--- src/rtl/canvas_sequencer.sv ---
// Canvas-to-classifier sequencer: freezes the drawing canvas, streams its pixels
// row-major to the NN as valid/ready beats, then latches (or times out on) the result.
module canvas_sequencer #(
  parameter int N_DIM   = 28,
  parameter int PIX_MAX = 2047,
  parameter int TIMEOUT = 1048575
) (
  input  logic        Clk,
  input  logic        Reset_n,
  input  logic        Start,
  input  logic        Clear,
  input  logic        Draw_Req,
  output logic        Draw_En,
  output logic        Canvas_Clear,
  output logic [4:0]  Pix_X,
  output logic [4:0]  Pix_Y,
  input  logic [15:0] Pix_Data,
  output logic        Px_Valid,
  input  logic        Px_Ready,
  output logic [15:0] Px_Data,
  output logic        Px_Last,
  input  logic        Res_Valid,
  input  logic [3:0]  Res_Digit,
  output logic [3:0]  Digit,
  output logic        Digit_Valid,
  output logic        Busy,
  output logic        Timeout
);

  localparam int              CW      = (TIMEOUT > 1) ? $clog2(TIMEOUT + 1) : 1;
  localparam logic [CW-1:0]   TO_LAST = CW'(TIMEOUT - 1);
  localparam logic [4:0]      LAST    = 5'(N_DIM - 1);
  localparam logic [15:0]     SAT     = 16'(PIX_MAX);

  typedef enum logic [1:0] {IDLE, CLEAR, STREAM, WAIT_RES} state_t;

  state_t        r_state, w_state_nxt;
  logic [4:0]    r_pix_x, r_pix_y;
  logic [CW-1:0] r_cnt;
  logic [3:0]    r_digit;
  logic          r_digit_vld, r_timeout;
  logic          w_xfer, w_last, w_to;

  // All handshake outputs decode straight from the state register, so an
  // asynchronous reset drops Px_Valid in the same instant.
  assign Px_Valid     = (r_state == STREAM);
  assign Busy         = (r_state == STREAM) || (r_state == WAIT_RES);
  assign Canvas_Clear = (r_state == CLEAR);
  assign Draw_En      = Draw_Req && (r_state == IDLE);
  assign w_last       = (r_pix_x == LAST) && (r_pix_y == LAST);
  assign Px_Last      = Px_Valid && w_last;
  assign w_xfer       = Px_Valid && Px_Ready;
  assign Px_Data      = (Pix_Data > SAT) ? SAT : Pix_Data;
  assign w_to         = (r_cnt == TO_LAST);
  assign Pix_X        = r_pix_x;
  assign Pix_Y        = r_pix_y;
  assign Digit        = r_digit;
  assign Digit_Valid  = r_digit_vld;
  assign Timeout      = r_timeout;

  always_comb begin
    w_state_nxt = r_state;
    case (r_state)
      IDLE:     if (Clear) w_state_nxt = CLEAR;
                else if (Start) w_state_nxt = STREAM;
      CLEAR:    w_state_nxt = IDLE;
      STREAM:   if (Clear) w_state_nxt = CLEAR;
                else if (w_xfer && w_last) w_state_nxt = WAIT_RES;
      WAIT_RES: if (Clear) w_state_nxt = CLEAR;
                else if (Res_Valid || w_to) w_state_nxt = IDLE;
      default:  w_state_nxt = IDLE;
    endcase
  end

  always_ff @(posedge Clk or negedge Reset_n) begin
    if (!Reset_n) begin
      r_state     <= IDLE;
      r_pix_x     <= '0;
      r_pix_y     <= '0;
      r_cnt       <= '0;
      r_digit     <= 4'hF;
      r_digit_vld <= 1'b0;
      r_timeout   <= 1'b0;
    end else begin
      r_state <= w_state_nxt;
      case (r_state)
        IDLE: begin
          if (Draw_En) r_digit_vld <= 1'b0;
          if (!Clear && Start) begin
            r_pix_x     <= '0;
            r_pix_y     <= '0;
            r_digit_vld <= 1'b0;
          end
        end
        CLEAR: begin
          r_digit     <= 4'hF;
          r_digit_vld <= 1'b0;
          r_timeout   <= 1'b0;
        end
        STREAM: begin
          r_cnt <= '0;
          if (!Clear && w_xfer) begin
            if (r_pix_x == LAST) begin
              r_pix_x <= '0;
              r_pix_y <= (r_pix_y == LAST) ? 5'd0 : r_pix_y + 5'd1;
            end else begin
              r_pix_x <= r_pix_x + 5'd1;
            end
          end
        end
        WAIT_RES: begin
          // Timeout fires on the cycle the count would reach TIMEOUT, giving
          // exactly TIMEOUT cycles in WAIT_RES; a same-cycle result wins.
          if (!Clear) begin
            if (Res_Valid) begin
              r_digit     <= (Res_Digit <= 4'd9) ? Res_Digit : 4'hF;
              r_digit_vld <= (Res_Digit <= 4'd9);
              r_timeout   <= 1'b0;
            end else if (w_to) begin
              r_digit     <= 4'hF;
              r_digit_vld <= 1'b0;
              r_timeout   <= 1'b1;
            end else begin
              r_cnt <= r_cnt + 1'b1;
            end
          end
        end
        default: ;
      endcase
    end
  end

endmodule

--- config.mk ---
export PLATFORM = sky130hd
export DESIGN_NAME = canvas_sequencer
export DESIGN_NICKNAME = d
export VERILOG_FILES = /design/src/rtl/canvas_sequencer.sv
export SDC_FILE = /design/constraint.sdc
export NUM_CORES = 1
export LEC_CHECK = 0
export BUFFER_PORTS_ARGS = -buffer_cell sky130_fd_sc_hd__buf_4
export CAP_MARGIN = 20
export CORE_UTILIZATION = 47
export DETAILED_ROUTE_END_ITERATION = 10
export GPL_TIMING_DRIVEN = 0
export PLACE_DENSITY = 0.8
export SLEW_MARGIN = 25
export SYNTH_ARGS = -nofsm -noshare
export SYNTH_HDL_FRONTEND = slang
export SYNTH_SLANG_ARGS = --single-unit
--- constraint.sdc ---
create_clock -name Clk -period 1.8 [get_ports Clk]
set_input_delay 0.45 -clock Clk [delete_from_list [all_inputs] [get_ports Clk]]
set_output_delay 0.45 -clock Clk [all_outputs]
set_load 0.005 [all_outputs]
; ---- After elaboration in Yosys (flattened, before gate mapping)
; Index checks and enable logic that the tools add are counted.
[totals]
in_bits = 27
output_inout_bits = 37
register_bits = 38
wordCells = 85
[op_classes]
add_sub_neg = 3
magnitude_cmp = 2
muxes = 35
n_reduce_logical = 21
n_eq_ne = 17
[op_table]
columns = operator, count
row1 = $mux 20, 3
row2 = $pmux 20 s2, 1
row3 = $mux 5, 6
row4 = $add 20x1->20 const B, 1
row5 = $eq 20x20->1 const B, 1
row6 = $pmux 5 s2, 2
row7 = $gt 16x11->1 const B, 1
row8 = $mux 16, 1
row9 = $mux 4, 4
row10 = $mux 2, 6
row11 = $reduce_and 4->1, 3
row12 = $add 5x1->5 const B, 2
row13 = $eq 5x5->1 const B, 2
row14 = $ne 3x2->1 const B, 3
row15 = $reduce_and 3->1, 3
row16 = $mux 1, 8
row17 = $pmux 2 s4, 1
row18 = $pmux 4 s2, 1
row19 = $logic_and 1x1->1, 7
row20 = $ne 2x1->1 const B, 3
row21 = $ne 2x2->1 const B, 3
row22 = $ne 3x3->1 const B, 2
row23 = $reduce_bool 2->1, 3
row24 = $eq 2x2->1 const B, 2
row25 = 8 further kinds, 9

; ---- Longest topological paths before layout
; Gate-level depths: netlist of run 1.
[logic_depth]
ltp_word = 6
ltp_mapped = 10
ltp_nobuf = 7

; ---- Least setup slack after synthesis of run 1
; Ideal clock, no wire load.
[synth_timing]
path_type = flip-flop to flip-flop
from = register r_cnt[9]
to = register r_cnt[3]
n_path_buf = 4
synth_period_minus_slack_ns = 1.953
setup_ns = 0.121
required_time_ns = 1.679
path_stages_with_launch = 10
arrival_ns = 1.832
path_slack_ns = -0.153
cell_sequence = dfrtp_1 > buf_6 > and4_4 > and3_1 > and3_1 > buf_6 > o31a_1 > buf_6 > buf_6 > a22o_1
[synth_via]
elab_chain_cells = 3
[synth_rtl]
columns = element, line_no
row1 = "start, declared", 39  ; logic [CW-1:0] r_cnt;
row2 = "start signal, assigned", 124  ; r_cnt <= r_cnt + 1'b1;
row3 = $eq 20x20->1, 54  ; assign w_to = (r_cnt == TO_LAST);
row4 = $ne 2x2->1 (no line), n/a
row5 = $reduce_and 4->1 (no line), n/a
; No other way between the ends.
; A chain may end at the register's enable or synchronous reset.

; ---- Worst setup path in the final report of run 1
[layout_timing]
from = input Pix_Data[11]
to = output Px_Data[2]
[layout_via]
elab_chain_cells = 2
[layout_rtl]
columns = element, line_no
row1 = "start, declared", 17  ; input logic [15:0] Pix_Data,
row2 = $gt 16x11->1, 53  ; assign Px_Data = (Pix_Data > SAT) ? SAT : Pix_Data;
row3 = $mux 16, 53
row4 = "end, declared", 20  ; output logic [15:0] Px_Data,
; No other way between the ends.

==> reports/results.tsv, run 1 <==
stage	metric	value	unit
outcome	outcome	complete, but fails checks	
outcome	violations	negative setup slack	
floorplan	dieArea	5310	µm²
grt	grt_usage	25.8	%
routing	wl_met3	468	µm
routing	dr_wl_met2	3910	µm
setup_path	path_class	input port to output pin	
timing	max_slew_margin	65.5	%
final_layout	multi_input_area	1490	µm²
floorplan	fp.dieW	72.9	µm
routing	first_pass_iters	5	
clock_network	cts_sinks	38	
routing	top_layer_used	met4	
timing	worst_pin_slew	0.513	ns
place	gp_congestion	0.822	
synth	synth_cell_types	49	
final_layout	antennaDiodeCount	0	
final_layout	nNetsFinal	393	
pwr	leakage	1.65	nW
setup_path	max_stage_delay	0.57	ns
floorplan	rows	25	
floorplan	ios	64	
final_layout	drive_above_1_share	43.5	%
floorplan	start_util	49.3	%
pwr	power.density	891	nW/µm²
synth	postSynthRegisterBits	38	
pwr	peakVddDrop	781	µV
grt	antenna_found_initial	0	
synth	ys_seq_area_share	40.5	%
routing	via_per_inst	5.86	
routing	m1WireLength	2950	µm
clock_network	root_buffer	clkbuf_8	
synth	yosys_most_used_dff	dfrtp_1	
floorplan	die_h	72.9	µm
timing	setup_viol	35	
setup_path	cp_cell_sequence	buf_6 > or4_4 > buf_8 > or3_1 > buf_4	
clock_network	h-tree-depth	2	
floorplan	core	4790	µm²
setup_path	crit_slowest_cell	or4_4	
job	maxCapViolations	0	
timing	finClkSkew	0.00408	ns
place	portBuffers	58	
timing	fin_crit	2.17	ns
setup_path	worstPathMaxFanout	5	
setup_path	cp.buffers_inverters	3	
synth	yosysTopAreaCell	dfrtp_1	
routing	vias	2518	
final_layout	layoutNonFillerInstCount	430	
timing	worst_slack	-0.372	ns
timing	max_freq	460	MHz
place	dpl.cell_count	397	
setup_path	startpoint_type	input port	
setup_path	worstSetupStartpoint	Pix_Data[11]	
synth	synth.most_common_cell	dfrtp_1	
clock_network	ctsHoldBuffers	0	
synth	syn_area_per_cell	8.81	µm²
routing	drt_iter0_drc	216	
synth	synth.cell_area	2360	µm²
routing	routed_wl	7510	µm
setup_path	required	1.35	ns
timing	rsz0062_at_grt	true	
setup_path	critPathArrivalTime	1.72	ns
clock_network	cts_tree	done	
routing	drc	0	
setup_path	r2r_start	r_cnt[1]	
pwr	fin_total_pwr	0.00320	W
synth	synth_edf_count	0	
routing	wire_per_inst	17.5	µm
clock_network	insertion_delay	0.30	ns
hold_path	hp-class	input port to async pin	
synth	synth_common_cells	34 x dfrtp_1, 25 x nand2_1, 21 x o21ai_0, 16 x or3_1, 15 x nand3_1	
grt	first_global_vias	2266	
synth	ys_top_cells_by_area	dfrtp_1 36%, dfstp_2 4.5%, o21ai_0 4.5%, or3_1 4.2%, nand2_1 4.0%	
timing	fin_crit_sh	121	%
final_layout	regArea	961	µm²
timing	drv_slew	0	
synth	yosysWarnings	0	
place	hpwlAfterDp	4110	µm
synth	synth_top_area_share	36.1	%
setup_path	r2r_cells	7	
setup_path	path_delay_family	simple AND/OR/NAND/NOR gates	
clock_network	clkTransAtPathRegs	0.08	ns
setup_path	critPathCaptureType	output pin	
grt	grt_pass1_wl	10500	µm
grt	grt_max_degree	39	
synth	syn_inst	268	
final_layout	nFillCells	328	
timing	finalHoldViolations	0	
routing	ant_nets	0	
grt	globalRouteOverflowTotal	0	
synth	async_reset_ff_share	100	%
clock_network	numCtsBuffers	5	
final_layout	areaGrowthSynthToFinish	52.1	%
clock_network	cts_buffer_depth	2	
setup_path	cp_num_cells	5	
==> layer usage <==
metal | GRT usage (%) | vias up
met1 | 32.2 | 1210
met4 | 7.63 | 0
met5 | 0 | -
li1 | - | 1169
met3 | 5.39 | 23
met2 | 45.1 | 116
==> sequential cells by signal, summed over array words and instances, names as in the netlist <==
name         count
r_cnt           20
Digit_Valid      1
Timeout          1
r_state          2
Pix_X            5
Digit            4
Pix_Y            5
==> metrics by stage <==
step | setup slack, ns | hold WS (ns) | util, % | TNS, ns | cell area, µm²
2_1_floorplan | -0.0859 | 0.154 | - | -1.73 | 2390
3_3_place_gp | -0.356 | 0.445 | 60.7 | -8.34 | 2910
3_5_place_dp | -0.366 | 0.448 | 60.7 | -9.15 | 2910
4_1_cts | -0.338 | 0.122 | 69.1 | -4.61 | 3310
5_1_grt | -0.393 | 0.146 | 75.0 | -6.56 | 3590
6_report | -0.372 | 0.114 | 75.0 | -5.15 | 3590
==> logic make-up after synthesis <==
family | synth area share [%]
other cells | 0.159
fa+ha+maj | 2.12
xor+xnor | 0.371
buf+inv | 7.05
flops | 40.5
simple gates | 27.8
compound gates | 18.9
mux | 3.02
==> worst paths after layout <==
check	to	slack (ns)
setup / recovery	Px_Data[2]	-0.37
hold / removal	r_cnt[18]	0.11
setup reg to reg	r_cnt[0]	-0.14
hold reg to reg	Digit[3]	0.47
max in group asynchronous	r_cnt[1]	1.31
min in group Clk	Digit[2]	0.43
==> repair_timing <==
| item | CTS | global route |
|---|---|---|
| resized for setup | 32 | 61 |
| pin swaps | 7 | 12 |
| gates cloned | 3 | 0 |
| endpoints found under the setup margin | 44 | 47 |
| buffers inserted | 18 | 7 |
==> layout by cell type, fill, tap and decap left out, types with 6 or more instances in the layout <==
| cell type | netlist | routed |
|---|---|---|
| buf_4 | 5 | 75 |
| dfrtp_1 | 34 | 30 |
| nand2_1 | 25 | 23 |
| o21ai_0 | 21 | 16 |
| nand3_1 | 15 | 14 |
| buf_6 | 4 | 14 |
| nor2_1 | 13 | 12 |
| nor3_1 | 14 | 10 |
| or3_4 | 0 | 9 |
| inv_1 | 9 | 8 |
| a21oi_1 | 8 | 8 |
| a221o_1 | 8 | 8 |
| or3_1 | 16 | 7 |
| mux2i_1 | 6 | 6 |
==> final cells by class <==
| cell class | instances | area share (%) |
|---|---|---|
| buffer | 19 | 4.18 |
| inverter | 9 | 0.941 |
| tap | 67 | 2.34 |
| sequential | 38 | 26.8 |
| multi-input combinational | 203 | 41.5 |
| timing repair buffer | 86 | 20.5 |
| clock buffer | 5 | 1.92 |
| clock inverter | 3 | 1.92 |
==> power by group <==
group	switching (W)	internal, W
clock network	0.000335	0.000556
logic	0.000558	0.000619
registers	0.000144	0.000985
total	0.00104	0.00216
Note: power is estimated with default switching activity, not from simulation.
==> run 2, diff against run 1 <==
CELL_PAD_IN_SITES_DETAIL_PLACEMENT = 0   (was default)
CELL_PAD_IN_SITES_GLOBAL_PLACEMENT = 2   (was default)
CORE_UTILIZATION = 28   (was 47)
PLACE_DENSITY = 0.81   (was 0.8)
==> reports/results.tsv, run 2 (synthesis results as in run 1) <==
stage	metric	value	unit	change
outcome	outcome	complete, but fails checks		unchanged
outcome	violations	negative setup slack		unchanged
setup_path	cp.buffers_inverters	3		unchanged
timing	fin_crit_sh	119	%	was 121%
final_layout	final_cell_mix	93 x buf_4, 30 x dfrtp_1, 23 x nand2_1, 16 x o21ai_0		was 75 x buf_4, 30 x dfrtp_1, 23 x nand2_1, 16 x o21ai_0
place	dpl.cell_count	435		was 397
pwr	power.density	817	nW/µm²	was 891 nW/µm²
grt	grt_usage	16.7	%	was 25.8%
setup_path	r2r_cells	5		was 7
routing	wire_per_inst	14.4	µm	was 17.5 µm
pwr	leakage	1.59	nW	was 1.65 nW
setup_path	path_delay_family	simple AND/OR/NAND/NOR gates		unchanged
clock_network	numCtsBuffers	5		unchanged
grt	grt_max_degree	39		unchanged
floorplan	core	8180	µm²	was 4790 µm²
setup_path	crit_slowest_cell	or4_4		unchanged
clock_network	clkTransAtPathRegs	0.08	ns	about the same
routing	via_per_inst	5.04		was 5.86
clock_network	h-tree-depth	2		unchanged
timing	worst_slack	-0.336	ns	was -0.372 ns
setup_path	critPathArrivalTime	1.69	ns	was 1.72 ns
setup_path	crit_path_frequent_cell	buf_4		
final_layout	nFillCells	854		was 328
setup_path	startpoint_type	input port		unchanged
hold_path	hp-class	input port to async pin		unchanged
timing	max_slew_margin	66.0	%	was 65.5%
final_layout	drive_above_1_share	42.2	%	was 43.5%
routing	vias	2394		was 2,518
timing	setup_viol	32		was 35
setup_path	critPathCaptureType	output pin		unchanged
floorplan	rows	33		was 25
pwr	peakVddDrop	419	µV	was 781 µV
final_layout	nNetsFinal	400		was 393
setup_path	required	1.35	ns	about the same
setup_path	path_class	input port to output pin		unchanged
grt	first_global_vias	2353		was 2,266
final_layout	largest_register_ffs	20		unchanged
floorplan	fp.dieW	93.8	µm	was 72.9 µm
final_layout	areaGrowthSynthToFinish	49.3	%	was 52.1%
routing	first_pass_iters	4		was 5
setup_path	r2r-end	Pix_Y[2]		was r_cnt[0]
setup_path	max_stage_delay	0.54	ns	was 0.57 ns
clock_network	insertion_delay	0.29	ns	was 0.30 ns
floorplan	die_h	93.8	µm	was 72.9 µm
timing	finalHoldViolations	0		unchanged
clock_network	cts_buffer_depth	2		unchanged
grt	globalRouteOverflowTotal	0		unchanged
setup_path	cp_cell_sequence	buf_4 > or4_4 > buf_8 > or3_1 > buf_4		was buf_6 > or4_4 > buf_8 > or3_1 > buf_4
clock_network	root_buffer	clkbuf_8		unchanged
timing	rsz0062_at_grt	true		unchanged
timing	drv_slew	0		unchanged
grt	antenna_found_initial	0		unchanged
place	gp_congestion	0.703		was 0.822
floorplan	ios	64		unchanged
routing	routed_wl	6820	µm	was 7510 µm
final_layout	layoutNonFillerInstCount	475		was 430
floorplan	dieArea	8800	µm²	was 5310 µm²
job	maxCapViolations	0		unchanged
timing	fin_crit	2.14	ns	was 2.17 ns
timing	setup_tns	-4.56	ns	was -5.15 ns
place	hpwlAfterDp	4520	µm	was 4110 µm
routing	ant_nets	0		unchanged
timing	finClkSkew	0.00645	ns	was 0.00408 ns
timing	max_freq	468	MHz	was 460 MHz
clock_network	cts_tree	done		unchanged
timing	worst_pin_slew	0.510	ns	was 0.513 ns
clock_network	ctsHoldBuffers	0		unchanged
final_layout	antennaDiodeCount	0		unchanged
final_layout	final_area	3520	µm²	was 3590 µm²
setup_path	r2r_start	Pix_X[1]		was r_cnt[1]
setup_path	worstPathMaxFanout	5		unchanged
grt	grt_pass1_wl	11500	µm	was 10,500 µm
setup_path	r2r_slack	-0.09	ns	was -0.14 ns
final_layout	regMostFlops	r_cnt		unchanged
final_layout	utilization	43.1	%	was 75.0%
floorplan	start_util	28.9	%	was 49.3%
place	placed_area	2950	µm²	was 2910 µm²
final_layout	layout_commonest_cell	buf_4		unchanged
routing	drc	0		unchanged
routing	drt_iter0_drc	97		was 216
clock_network	cts_sinks	38		unchanged
place	portBuffers	58		unchanged
## run 2: per-layer routing
layer,track usage (%),vias to the layer above,routed length [µm]
met5,0,-,0
met1,21.6,1168,3150
li1,-,1182,-
met3,2.99,9,204
met2,28.5,35,3390
met4,4.10,0,66
## run 2: power by group
| part | switching, W | leakage (nW) | internal (W) |
|---|---|---|---|
| Clock | 0.000316 | 0.0472 | 0.000308 |
| Combinational | 0.000522 | 1.04 | 0.000605 |
| Sequential | 0.000138 | 0.504 | 0.000988 |
## run 2: worst max path at each step
stage | endpoint | startpoint | slack (ns) | cells after the start
2_1_floorplan | Px_Data[10] | Pix_Data[14] | -0.09 | 3
3_3_place_gp | Px_Data[3] | Pix_Data[14] | -0.36 | 5
3_5_place_dp | Px_Data[3] | Pix_Data[14] | -0.39 | 5
4_1_cts | Px_Data[2] | Pix_Data[14] | -0.34 | 5
5_1_grt | Px_Last | Pix_Y[0] | -0.38 | 6
6_report | Px_Data[1] | Pix_Data[12] | -0.34 | 5
## run 2: layout make-up
type / instances / area, µm² / share of cell area, %
Multi-Input combinational cell: 203 / 1420 / 40.2
Sequential cell: 38 / 961 / 27.3
Timing Repair Buffer: 93 / 741 / 21.0
Buffer: 19 / 145 / 4.12
Tap cell: 105 / 131 / 3.73
Clock buffer: 6 / 82.6 / 2.34
Inverter: 9 / 33.8 / 0.959
Clock inverter: 2 / 12.5 / 0.355
## run 2: what timing repair did
item | in CTS | in global routing
pin swaps | 12 | 7
resized for setup | 39 | 32
endpoints found under the setup margin | 46 | 48
buffers inserted | 22 | 12
cloned | 3 | 0
## run 2: worst reg2reg max path, delay by kind of cell (launching register included)
family	cells	cell delay, ns
DFF	1	0.40
and+or+nand+nor	2	0.63
AOI/OAI and AO/OA	2	0.64
adders and majority gates	1	0.15
## run 2: metrics by stage
step / total power [W] / setup WS, ns / hold slack, ns
4_1_cts: 0.00282 / -0.340 / 0.150
3_3_place_gp: 0.00197 / -0.363 / 0.458
3_5_place_dp: 0.00197 / -0.388 / 0.460
5_1_grt: 0.00307 / -0.377 / 0.168
2_1_floorplan: 0.00161 / -0.0859 / 0.154
6_report: 0.00288 / -0.336 / 0.128
==> run 3, diff against run 2 <==
CORE_UTILIZATION = 31   (was 28)
PLACE_DENSITY = 0.84   (was 0.81)
clock period = 2.12 ns   (was 1.8 ns; I/O delays follow)
==> reports/results.tsv, run 3 (synthesis results as in run 1) <==
stage	metric	value	unit	change
setup_path	cp_cell_sequence	buf_6 > or4_4 > buf_8 > or3_1 > buf_6		was buf_4 > or4_4 > buf_8 > or3_1 > buf_4
setup_path	cp.buffers_inverters	3		unchanged
clock_network	cts_buffer_depth	2		unchanged
place	hpwlAfterDp	4420	µm	was 4520 µm
pwr	power.density	782	nW/µm²	was 817 nW/µm²
setup_path	critPathArrivalTime	1.78	ns	was 1.69 ns
routing	routed_wl	6510	µm	was 6820 µm
routing	via_per_inst	5.04		about the same
routing	first_pass_iters	4		unchanged
floorplan	rows	31		was 33
pwr	leakage	1.47	nW	was 1.59 nW
clock_network	numCtsBuffers	5		unchanged
grt	globalRouteOverflowTotal	0		unchanged
setup_path	crit_slowest_cell	or4_4		unchanged
setup_path	max_stage_delay	0.56	ns	was 0.54 ns
final_layout	nNetsFinal	379		was 400
final_layout	regArea	956	µm²	was 961 µm²
final_layout	layout_commonest_cell	buf_4		unchanged
floorplan	fp.dieW	89.2	µm	was 93.8 µm
timing	drv_slew	0		unchanged
setup_path	critPathCaptureType	output pin		unchanged
floorplan	ios	64		unchanged
place	portBuffers	58		unchanged
setup_path	startpoint_type	input port		unchanged
hold_path	hp-class	input port to async pin		unchanged
setup_path	path_delay_family	simple AND/OR/NAND/NOR gates		unchanged
final_layout	utilization	44.8	%	was 43.1%
grt	grt_pass1_wl	10400	µm	was 11,500 µm
timing	fin_crit	2.31	ns	
setup_path	required	1.59	ns	was 1.35 ns
grt	antenna_found_initial	0		unchanged
routing	ant_nets	0		unchanged
job	maxCapViolations	0		unchanged
timing	rsz0062_at_grt	true		unchanged
routing	vias	2260		was 2,394
place	gp_congestion	0.715		was 0.703
timing	worst_pin_slew	0.623	ns	was 0.510 ns
floorplan	start_util	32.4	%	was 28.9%
timing	max_freq	433	MHz	
clock_network	cts_sinks	38		unchanged
timing	finalHoldViolations	0		unchanged
grt	grt_usage	17.1	%	was 16.7%
timing	whs	0.204	ns	was 0.128 ns
setup_path	path_class	input port to output pin		unchanged
timing	fin_crit_sh	109	%	
final_layout	largest_register_ffs	20		unchanged
routing	drc	0		unchanged
routing	wire_per_inst	14.5	µm	was 14.4 µm
clock_network	root_buffer	clkbuf_8		unchanged
pwr	peakVddDrop	368	µV	was 419 µV
floorplan	die_h	89.2	µm	was 93.8 µm
timing	worst_slack	-0.191	ns	was -0.336 ns
routing	drt_iter0_drc	112		was 97
outcome	violations	negative setup slack		unchanged
grt	grt_max_degree	39		unchanged
clock_network	insertion_delay	0.30	ns	was 0.29 ns
setup_path	crit_path_frequent_cell	buf_6		was buf_4
clock_network	cts_tree	done		unchanged
clock_network	clkTransAtPathRegs	0.09	ns	was 0.08 ns
final_layout	multi_input_area	1310	µm²	was 1420 µm²
final_layout	final_cell_mix	67 x buf_4, 34 x dfrtp_1, 25 x nand2_1, 21 x o21ai_0, 16 x or3_1		was 93 x buf_4, 30 x dfrtp_1, 23 x nand2_1, 16 x o21ai_0
grt	first_global_vias	2124		was 2,353
setup_path	worstPathMaxFanout	5		unchanged
outcome	outcome	complete, but fails checks		unchanged
timing	finClkSkew	0.00713	ns	was 0.00645 ns
final_layout	areaGrowthSynthToFinish	38.3	%	was 49.3%
clock_network	h-tree-depth	2		unchanged
timing	max_slew_margin	58.3	%	was 66.0%
floorplan	dieArea	7960	µm²	was 8800 µm²
final_layout	drive_above_1_share	30.7	%	was 42.2%
timing	setup_viol	12		was 32
floorplan	core	7290	µm²	was 8180 µm²
final_layout	nFillCells	761		was 854
final_layout	antennaDiodeCount	0		unchanged
final_layout	regMostFlops	r_cnt		unchanged
-- run 3: final cells by class --
class	count	share of cell area, %
repair buffers	69	16.9
flip-flops and latches	38	29.3
multi-input cells	203	40.1
inverters	9	1.03
well taps	99	3.79
clock inverters	3	2.11
plain buffers	22	4.68
clock buffers	5	2.11
-- run 3: repair_timing --
| action | CTS | global route |
|---|---|---|
| gates resized for setup | 8 | 18 |
| gates cloned | 1 | 2 |
| pin swaps | 1 | 5 |
| hold buffers | 0 | 0 |
| endpoints found under the setup margin | 13 | 36 |
| buffers inserted | 0 | 8 |
-- run 3: layer usage --
| layer | vias to the layer above | global-route usage (%) | wire (µm) | share of wire, % |
|---|---|---|---|---|
| met5 | - | 0 | 0 | 0 |
| met4 | 0 | 4.62 | 48 | 0.74 |
| met3 | 5 | 3.32 | 216 | 3.3 |
| met2 | 43 | 27.6 | 3090 | 47 |
| met1 | 1075 | 23.6 | 3150 | 48 |
| li1 | 1137 | - | - | - |
-- run 3: power by group --
part | internal [W] | leakage (nW) | switching (W) | total, W
sequential | 0.000834 | 0.510 | 0.000132 | 0.000966
clock | 0.000472 | 0.0683 | 0.000290 | 0.000762
combinational | 0.000438 | 0.894 | 0.000388 | 0.000826
total | 0.00174 | 1.47 | 0.000809 | 0.00255
-- run 3: metrics by stage --
step	power, W	setup slack [ns]	area [µm²]	std cells	setup TNS (ns)
5_1_grt	0.00270	-0.215	3260	448	-2.18
3_3_place_gp	0.00167	-0.235	2930	429	-2.34
2_1_floorplan	0.00136	0.0645	2370	272	0
6_report	0.00255	-0.191	3260	448	-1.84
4_1_cts	0.00245	-0.171	3110	438	-1.84
3_5_place_dp	0.00167	-0.241	2930	429	-2.43
-- run 3: worst paths after layout --
kind,start,slack (ns),depth (start not counted),endpoint
setup / recovery,Pix_Data[14],-0.19,5,Px_Data[10]
hold / removal,Reset_n,0.20,1,r_cnt[13]
setup reg to reg,r_cnt[9],0.07,8,r_cnt[14]
hold reg to reg,Digit[3],0.47,2,Digit[3]
max in group asynchronous,Reset_n,1.55,1,Digit[0]
min in group Clk,Digit[3],0.47,2,Digit[3]
